==> src/rtl/tmds_video_sequencer.sv <==
// Raster timing generator and TMDS period scheduler (control / preamble / guard / active).
// Outputs are registered and describe the counter position of the previous cycle.
module tmds_video_sequencer #(
  parameter int H_ACTIVE  = 640,
  parameter int H_FP      = 16,
  parameter int H_SYNC    = 96,
  parameter int H_BP      = 48,
  parameter int V_ACTIVE  = 480,
  parameter int V_FP      = 10,
  parameter int V_SYNC    = 2,
  parameter int V_BP      = 33,
  parameter bit HSYNC_POL = 1'b0,
  parameter bit VSYNC_POL = 1'b0,
  parameter bit DVI_MODE  = 1'b0
) (
  input  logic        clk,
  input  logic        rst,
  output logic        vde,
  output logic [1:0]  cd0,
  output logic [1:0]  cd1,
  output logic [1:0]  cd2,
  output logic        guard,
  output logic        pix_req,
  output logic [11:0] pix_x,
  output logic [11:0] pix_y,
  output logic        frame_start
);

  localparam int H_TOTAL = H_ACTIVE + H_FP + H_SYNC + H_BP;
  localparam int V_TOTAL = V_ACTIVE + V_FP + V_SYNC + V_BP;

  localparam logic [11:0] H_LAST    = 12'(H_TOTAL - 1);
  localparam logic [11:0] H_ACT     = 12'(H_ACTIVE);
  localparam logic [11:0] HS_BEGIN  = 12'(H_ACTIVE + H_FP);
  localparam logic [11:0] HS_END    = 12'(H_ACTIVE + H_FP + H_SYNC);
  localparam logic [11:0] PRE_BEGIN = 12'(H_TOTAL - 10);
  localparam logic [11:0] GRD_BEGIN = 12'(H_TOTAL - 2);
  localparam logic [11:0] V_LAST    = 12'(V_TOTAL - 1);
  localparam logic [11:0] V_ACT     = 12'(V_ACTIVE);
  localparam logic [11:0] VS_BEGIN  = 12'(V_ACTIVE + V_FP);
  localparam logic [11:0] VS_END    = 12'(V_ACTIVE + V_FP + V_SYNC);

  typedef enum logic [1:0] {
    ST_CONTROL,
    ST_PREAMBLE,
    ST_GUARD,
    ST_ACTIVE
  } seq_state_t;

  logic [11:0] h_cnt, v_cnt, v_next;
  logic        active, next_active, hsync_on, vsync_on;
  seq_state_t  seq_state;

  logic        vde_d, guard_d, fs_d;
  logic [1:0]  cd0_d, cd1_d;
  logic [11:0] pix_x_d, pix_y_d;

  always_ff @(posedge clk) begin
    if (rst) begin
      h_cnt <= '0;
      v_cnt <= '0;
    end else if (h_cnt == H_LAST) begin
      h_cnt <= '0;
      v_cnt <= v_next;
    end else begin
      h_cnt <= h_cnt + 12'd1;
    end
  end

  // Period is decoded from the counters each cycle; the output register supplies the one-cycle latency.
  always_comb begin
    seq_state   = ST_CONTROL;
    v_next      = (v_cnt == V_LAST) ? 12'd0 : v_cnt + 12'd1;
    active      = (h_cnt < H_ACT) && (v_cnt < V_ACT);
    next_active = (v_next < V_ACT);
    hsync_on    = (h_cnt >= HS_BEGIN) && (h_cnt < HS_END);
    vsync_on    = (v_cnt >= VS_BEGIN) && (v_cnt < VS_END);

    if (active)
      seq_state = ST_ACTIVE;
    else if (!DVI_MODE && next_active && (h_cnt >= GRD_BEGIN))
      seq_state = ST_GUARD;
    else if (!DVI_MODE && next_active && (h_cnt >= PRE_BEGIN))
      seq_state = ST_PREAMBLE;

    vde_d   = (seq_state == ST_ACTIVE);
    guard_d = (seq_state == ST_GUARD);
    cd1_d   = (seq_state == ST_PREAMBLE) ? 2'b01 : 2'b00;
    cd0_d   = {vsync_on ? VSYNC_POL : ~VSYNC_POL, hsync_on ? HSYNC_POL : ~HSYNC_POL};
    pix_x_d = active ? h_cnt : 12'd0;
    pix_y_d = active ? v_cnt : 12'd0;
    fs_d    = active && (h_cnt == 12'd0) && (v_cnt == 12'd0);
  end

  always_ff @(posedge clk) begin
    if (rst) begin
      vde         <= 1'b0;
      guard       <= 1'b0;
      pix_req     <= 1'b0;
      frame_start <= 1'b0;
      cd0         <= {~VSYNC_POL, ~HSYNC_POL};
      cd1         <= 2'b00;
      pix_x       <= '0;
      pix_y       <= '0;
    end else begin
      vde         <= vde_d;
      guard       <= guard_d;
      pix_req     <= vde_d;
      frame_start <= fs_d;
      cd0         <= cd0_d;
      cd1         <= cd1_d;
      pix_x       <= pix_x_d;
      pix_y       <= pix_y_d;
    end
  end

  // CTL2/CTL3 are zero in every period, including preamble.
  assign cd2 = 2'b00;

endmodule
==> config.mk <==
export PLATFORM = sky130hd
export DESIGN_NAME = tmds_video_sequencer
export DESIGN_NICKNAME = d
export VERILOG_FILES = /design/src/rtl/tmds_video_sequencer.sv
export SDC_FILE = /design/constraint.sdc
export NUM_CORES = 1
export LEC_CHECK = 0
export CAP_MARGIN = 20
export CORE_MARGIN = 10
export CORE_UTILIZATION = 55
export DETAILED_ROUTE_END_ITERATION = 10
export DONT_BUFFER_PORTS = 1
export GPL_ROUTABILITY_DRIVEN = 1
export HOLD_SLACK_MARGIN = 0.15
export PLACE_DENSITY = 0.7
export SETUP_SLACK_MARGIN = 0.05
export SLEW_MARGIN = 20
export SYNTH_ARGS = -nofsm -noshare
export SYNTH_HDL_FRONTEND = slang
export SYNTH_SLANG_ARGS = --single-unit
==> constraint.sdc <==
create_clock -name clk -period 3.11 [get_ports clk]
set_input_delay 0.7775 -clock clk [delete_from_list [all_inputs] [get_ports clk]]
set_output_delay 0.7775 -clock clk [all_outputs]
set_load 0.02 [all_outputs]
# Word level (Yosys, flattened, before mapping)
# Index checks and enable logic that the tools add are counted.
# classes
bitwise_logic	1
n_addsub	2
muxes	7
n_reduce_logical	11
magnitude_cmp	9
eq_ne	5
# ops
cell	n
$ge 12x10->1 const B	3
$lt 12x9->1 const B	3
$add 12x1->12 const B	2
$eq 12x10->1 const B	2
$logic_not 12->1	2
$lt 12x10->1 const B	2
$ge 12x9->1 const B	1
$mux 12	1
$logic_and 1x1->1	7
$eq 2x2->1 const B	2
$mux 1	4
$mux 2	2
$reduce_or 2->1	2
$eq 2x1->1 const B	1
$not 1->1	1
# word_totals
reg_bits	55
in_bits	2
output_inout_bits	34

# Logic depth before layout (Yosys ltp)
# depth
ltp_word	9
ltp_mapped	7

# Worst setup path after synthesis
# OpenSTA, ideal clock, no wires.
# synth_timing
path_kind	reg2reg
startpoint	register h_cnt[11]
endpoint	register v_cnt[6]
arrival_ps	2008
n_path_buf	0
setup_ps	128
path_stages_with_launch	6
path_slack_ps	974
required_ps	2982
cell_sequence	dfxtp_1 or4_4 or4_4 or3_2 xnor2_1 nor2_1
# synth_via
elab_chain_cells	1
# synth_rtl
element	line_no	source
from (decl)	50	logic [11:0] h_cnt, v_cnt, v_next;
from (signal assigned)	66	h_cnt <= h_cnt + 12'd1;
$eq 12x10->1	62	end else if (h_cnt == H_LAST) begin
to (signal assigned)	64	v_cnt <= v_next;
to (decl)	50	
# No other way between the ends.
# A chain may end at the register's enable or synchronous reset.

# Worst setup path in the final report
# layout_timing
startpoint	register h_cnt[1]
endpoint	register v_cnt[6]
# Same word-level chain as after synthesis.

==> results.md <==
* Critical path capture point type: flip-flop
* Vias at 1,596
* CP arrival at 2.54 ns
* Largest net degree at the start of global routing at 27
* Storage element area at 1080 um^2
* Register bit count reported by yosys at 54
* Multi-input logic area at 1030 um^2
* Fin Setup TNS at 0 ns
* DRC viols at 0
* Yosys warns at 0
* Maximum vdd drop at 0.205 mV
* Fillers at 358
* TritonCTS clock tree: built
* Max Clock Skew at 0.00531 ns
* Die X at 83.5 um
* Sequential area share after synthesis at 0.488
* CTS Buffer Depth at 2
* Tot Pwr at 1.12 mW
* Yosys top cell area share at 0.488
* Critical path class: flip-flop to flip-flop
* Antenna cells at 0
* HP Class: flip-flop to flip-flop
* Vias/cell at 5.50
* Dpl cell area at 2220 um^2
* Num ports at 36
* Measured slew at the worst slew-check pin at 0.627 ns
* Fraction of layout cells with a size suffix above 1 at 0.0792
* Startpoint types: flip-flop
* Clk root buf: clkbuf_8
* Clock transition at path regs at 0.09 ns
* Pre-CTS WS at 0.799 ns
* Worst EP required at 3.32 ns
* PwrDens at 487 nW/um^2
* Area contributors post-synth: dfxtp_1, nor2_1, xor2_1
* Cts repair resizes at 0
* Core box area at 3940 um^2
* Fin. Hold Viols at 0
* LEAKAGE at 0.837 nW
* Final Critical Period at 2.33 ns
* Fin area at 2310 um^2
* Clock Sinks at 54
* Final period utilization at 0.749
* Initial Util at 0.562
* Unrepaired setup endpoints after global routing: no
* Row cnt at 23
* I/O Buffers at 0
* Yosys top cell by area: dfxtp_1
* Antenna Nets Post-Route at 0
* Wirelength per Cell at 15.1 um
* Final #Nets at 245
* Initial antenna violation count at 0
* Die height at 83.5 um
* Outcome: finished clean
* Hold_buf cts at 0
* Final setup fails at 0
* H-tree levels at 2
* Vias in the first global route at 1,490
* Syn Area/Cell at 9.12 um^2
* Pre-antenna DRT Iters at 4
* Hpwl dp at 3.05 mm
* Synth-to-Final Area Change at 4.07%
* Gr ovfl total at 0
* Num CTS Buffers at 5
* Crit Path Max Fanout at 13
* Synthesized area at 2220 um^2
* Fin. max-slew vios at 0
* Full die area at 6970 um^2
* Final wirelength at 4.37 mm
* Fmax at 0.430 GHz
* Final WS setup at 0.782 ns
* Cell count after synthesis at 243
* Gr usage total at 0.127
* Global-route wire length before repair at 7.47 mm
* Post-CTS repair timing setup buffer count at 0
* Placer congestion estimate at 0.880
* Max Cap Viol at 0
* Netlist cell types at 40
* Initial DRC count at 140
* Max-slew headroom at 0.580
* Worst-skew pair later-pin latency at 0.30 ns
## synth_stat cells
cell type,n
dfxtp_1,54
nor2_1,32
nand2_1,14
nor3_1,14
clkbuf_1,13
and2_1,12
nand3_1,10
xor2_1,10
a21oi_1,9
nand4_1,9
xnor2_1,9
inv_1,8
nor4_1,5
or4_1,5
buf_4,4
ha_1,4
o21ai_0,3
a211oi_1,2
nor4_4,2
o211ai_1,2
or3_2,2
or4_4,2
a2111oi_2,1
a311o_1,1
a31oi_1,1
and2_2,1
and4_1,1
buf_2,1
buf_6,1
clkbuf_2,1
conb_1,1
nand2b_1,1
nand3b_1,1
o211a_1,1
o31ai_1,1
or2b_1,1
or3_1,1
or3b_2,1
or4b_1,1
or4b_2,1
## where the power goes
part	total (mW)	switching [mW]	internal (mW)	leakage (nW)
Combinational	0.0237	0.0147	0.00899	0.353
Clock	0.378	0.219	0.159	0.0452
Sequential	0.721	0.0190	0.702	0.438
Total	1.12	0.253	0.870	0.837
## kinds of logic after synthesis
kind of cell,synth area share
adders and majority gates,0.0226
buffers and inverters,0.0587
xor gates and xnor gates,0.0751
and+or+nand+nor,0.291
other,0.00169
DFF,0.488
AOI/OAI and AO/OA,0.0627
## cell type report
type,instances,share of cell area
sequential,54,0.469
tap,50,0.0271
inverter,8,0.0130
timing repair buffer,2,0.00651
clock inverter,2,0.00597
multi-input combinational,168,0.447
clock buffer,6,0.0315
## per-layer routing
layer | part of all wire | global-route usage | wire [um] | vias up
met5 | 0 | 0 | 0 | -
met4 | 0.013 | 0.0457 | 55 | 0
met3 | 0.086 | 0.0547 | 378 | 5
met2 | 0.43 | 0.181 | 1890 | 51
met1 | 0.47 | 0.166 | 2060 | 732
li1 | - | - | - | 808
## state kept, by name, summed over array words and instances, names as in the netlist
signal and count:
cd0 2, cd1 1, frame_start 1, guard 1, h_cnt 12, pix_req 1
pix_x 12, pix_y 12, v_cnt 12
## placed cells by master (no fill, tap or decap), types with 3 or more instances in the layout
cell | netlist | final
dfxtp_1 | 54 | 54
nor2_1 | 32 | 32
nor3_1 | 14 | 14
nand2_1 | 14 | 14
and2_1 | 12 | 12
nand3_1 | 10 | 10
xor2_1 | 10 | 10
nand4_1 | 9 | 9
xnor2_1 | 9 | 9
a21oi_1 | 9 | 9
inv_1 | 8 | 8
conb_1 | 1 | 8
or4_1 | 5 | 5
nor4_1 | 5 | 5
clkbuf_8 | 0 | 5
ha_1 | 4 | 4
o21ai_0 | 3 | 3
## worst paths after layout
path | from | slack, ns | endpoint | depth (start not counted)
setup / recovery | h_cnt[1]$_SDFF_PP0_ | 0.78 | v_cnt[6]$_SDFFE_PP0P_ | 6
hold / removal | h_cnt[0]$_SDFF_PP0_ | 0.49 | h_cnt[0]$_SDFF_PP0_ | 1
hold reg to reg | h_cnt[0]$_SDFF_PP0_ | 0.49 | h_cnt[0]$_SDFF_PP0_ | 1
setup reg to reg | h_cnt[1]$_SDFF_PP0_ | 0.78 | v_cnt[6]$_SDFFE_PP0P_ | 6
## through the flow
| step | cells | util | hold slack, ns |
|---|---|---|---|
| 6_report | 290 | 0.585 | 0.492 |
| 5_1_grt | 290 | 0.585 | 0.515 |
| 4_1_cts | 290 | 0.585 | 0.494 |
| 3_5_place_dp | 282 | 0.563 | 0.471 |
| 3_3_place_gp | 282 | 0.563 | 0.455 |
| 2_1_floorplan | 250 | - | 0.438 |
## worst max-delay path: stages, from the launching register on
cell     delay (ns)
dfxtp_1        0.42
ha_1           0.21
nand3_1        0.22
or4_4          0.69
or3_2          0.50
xnor2_1        0.14
nor2_1         0.05
(Power assumes the default switching activity.)
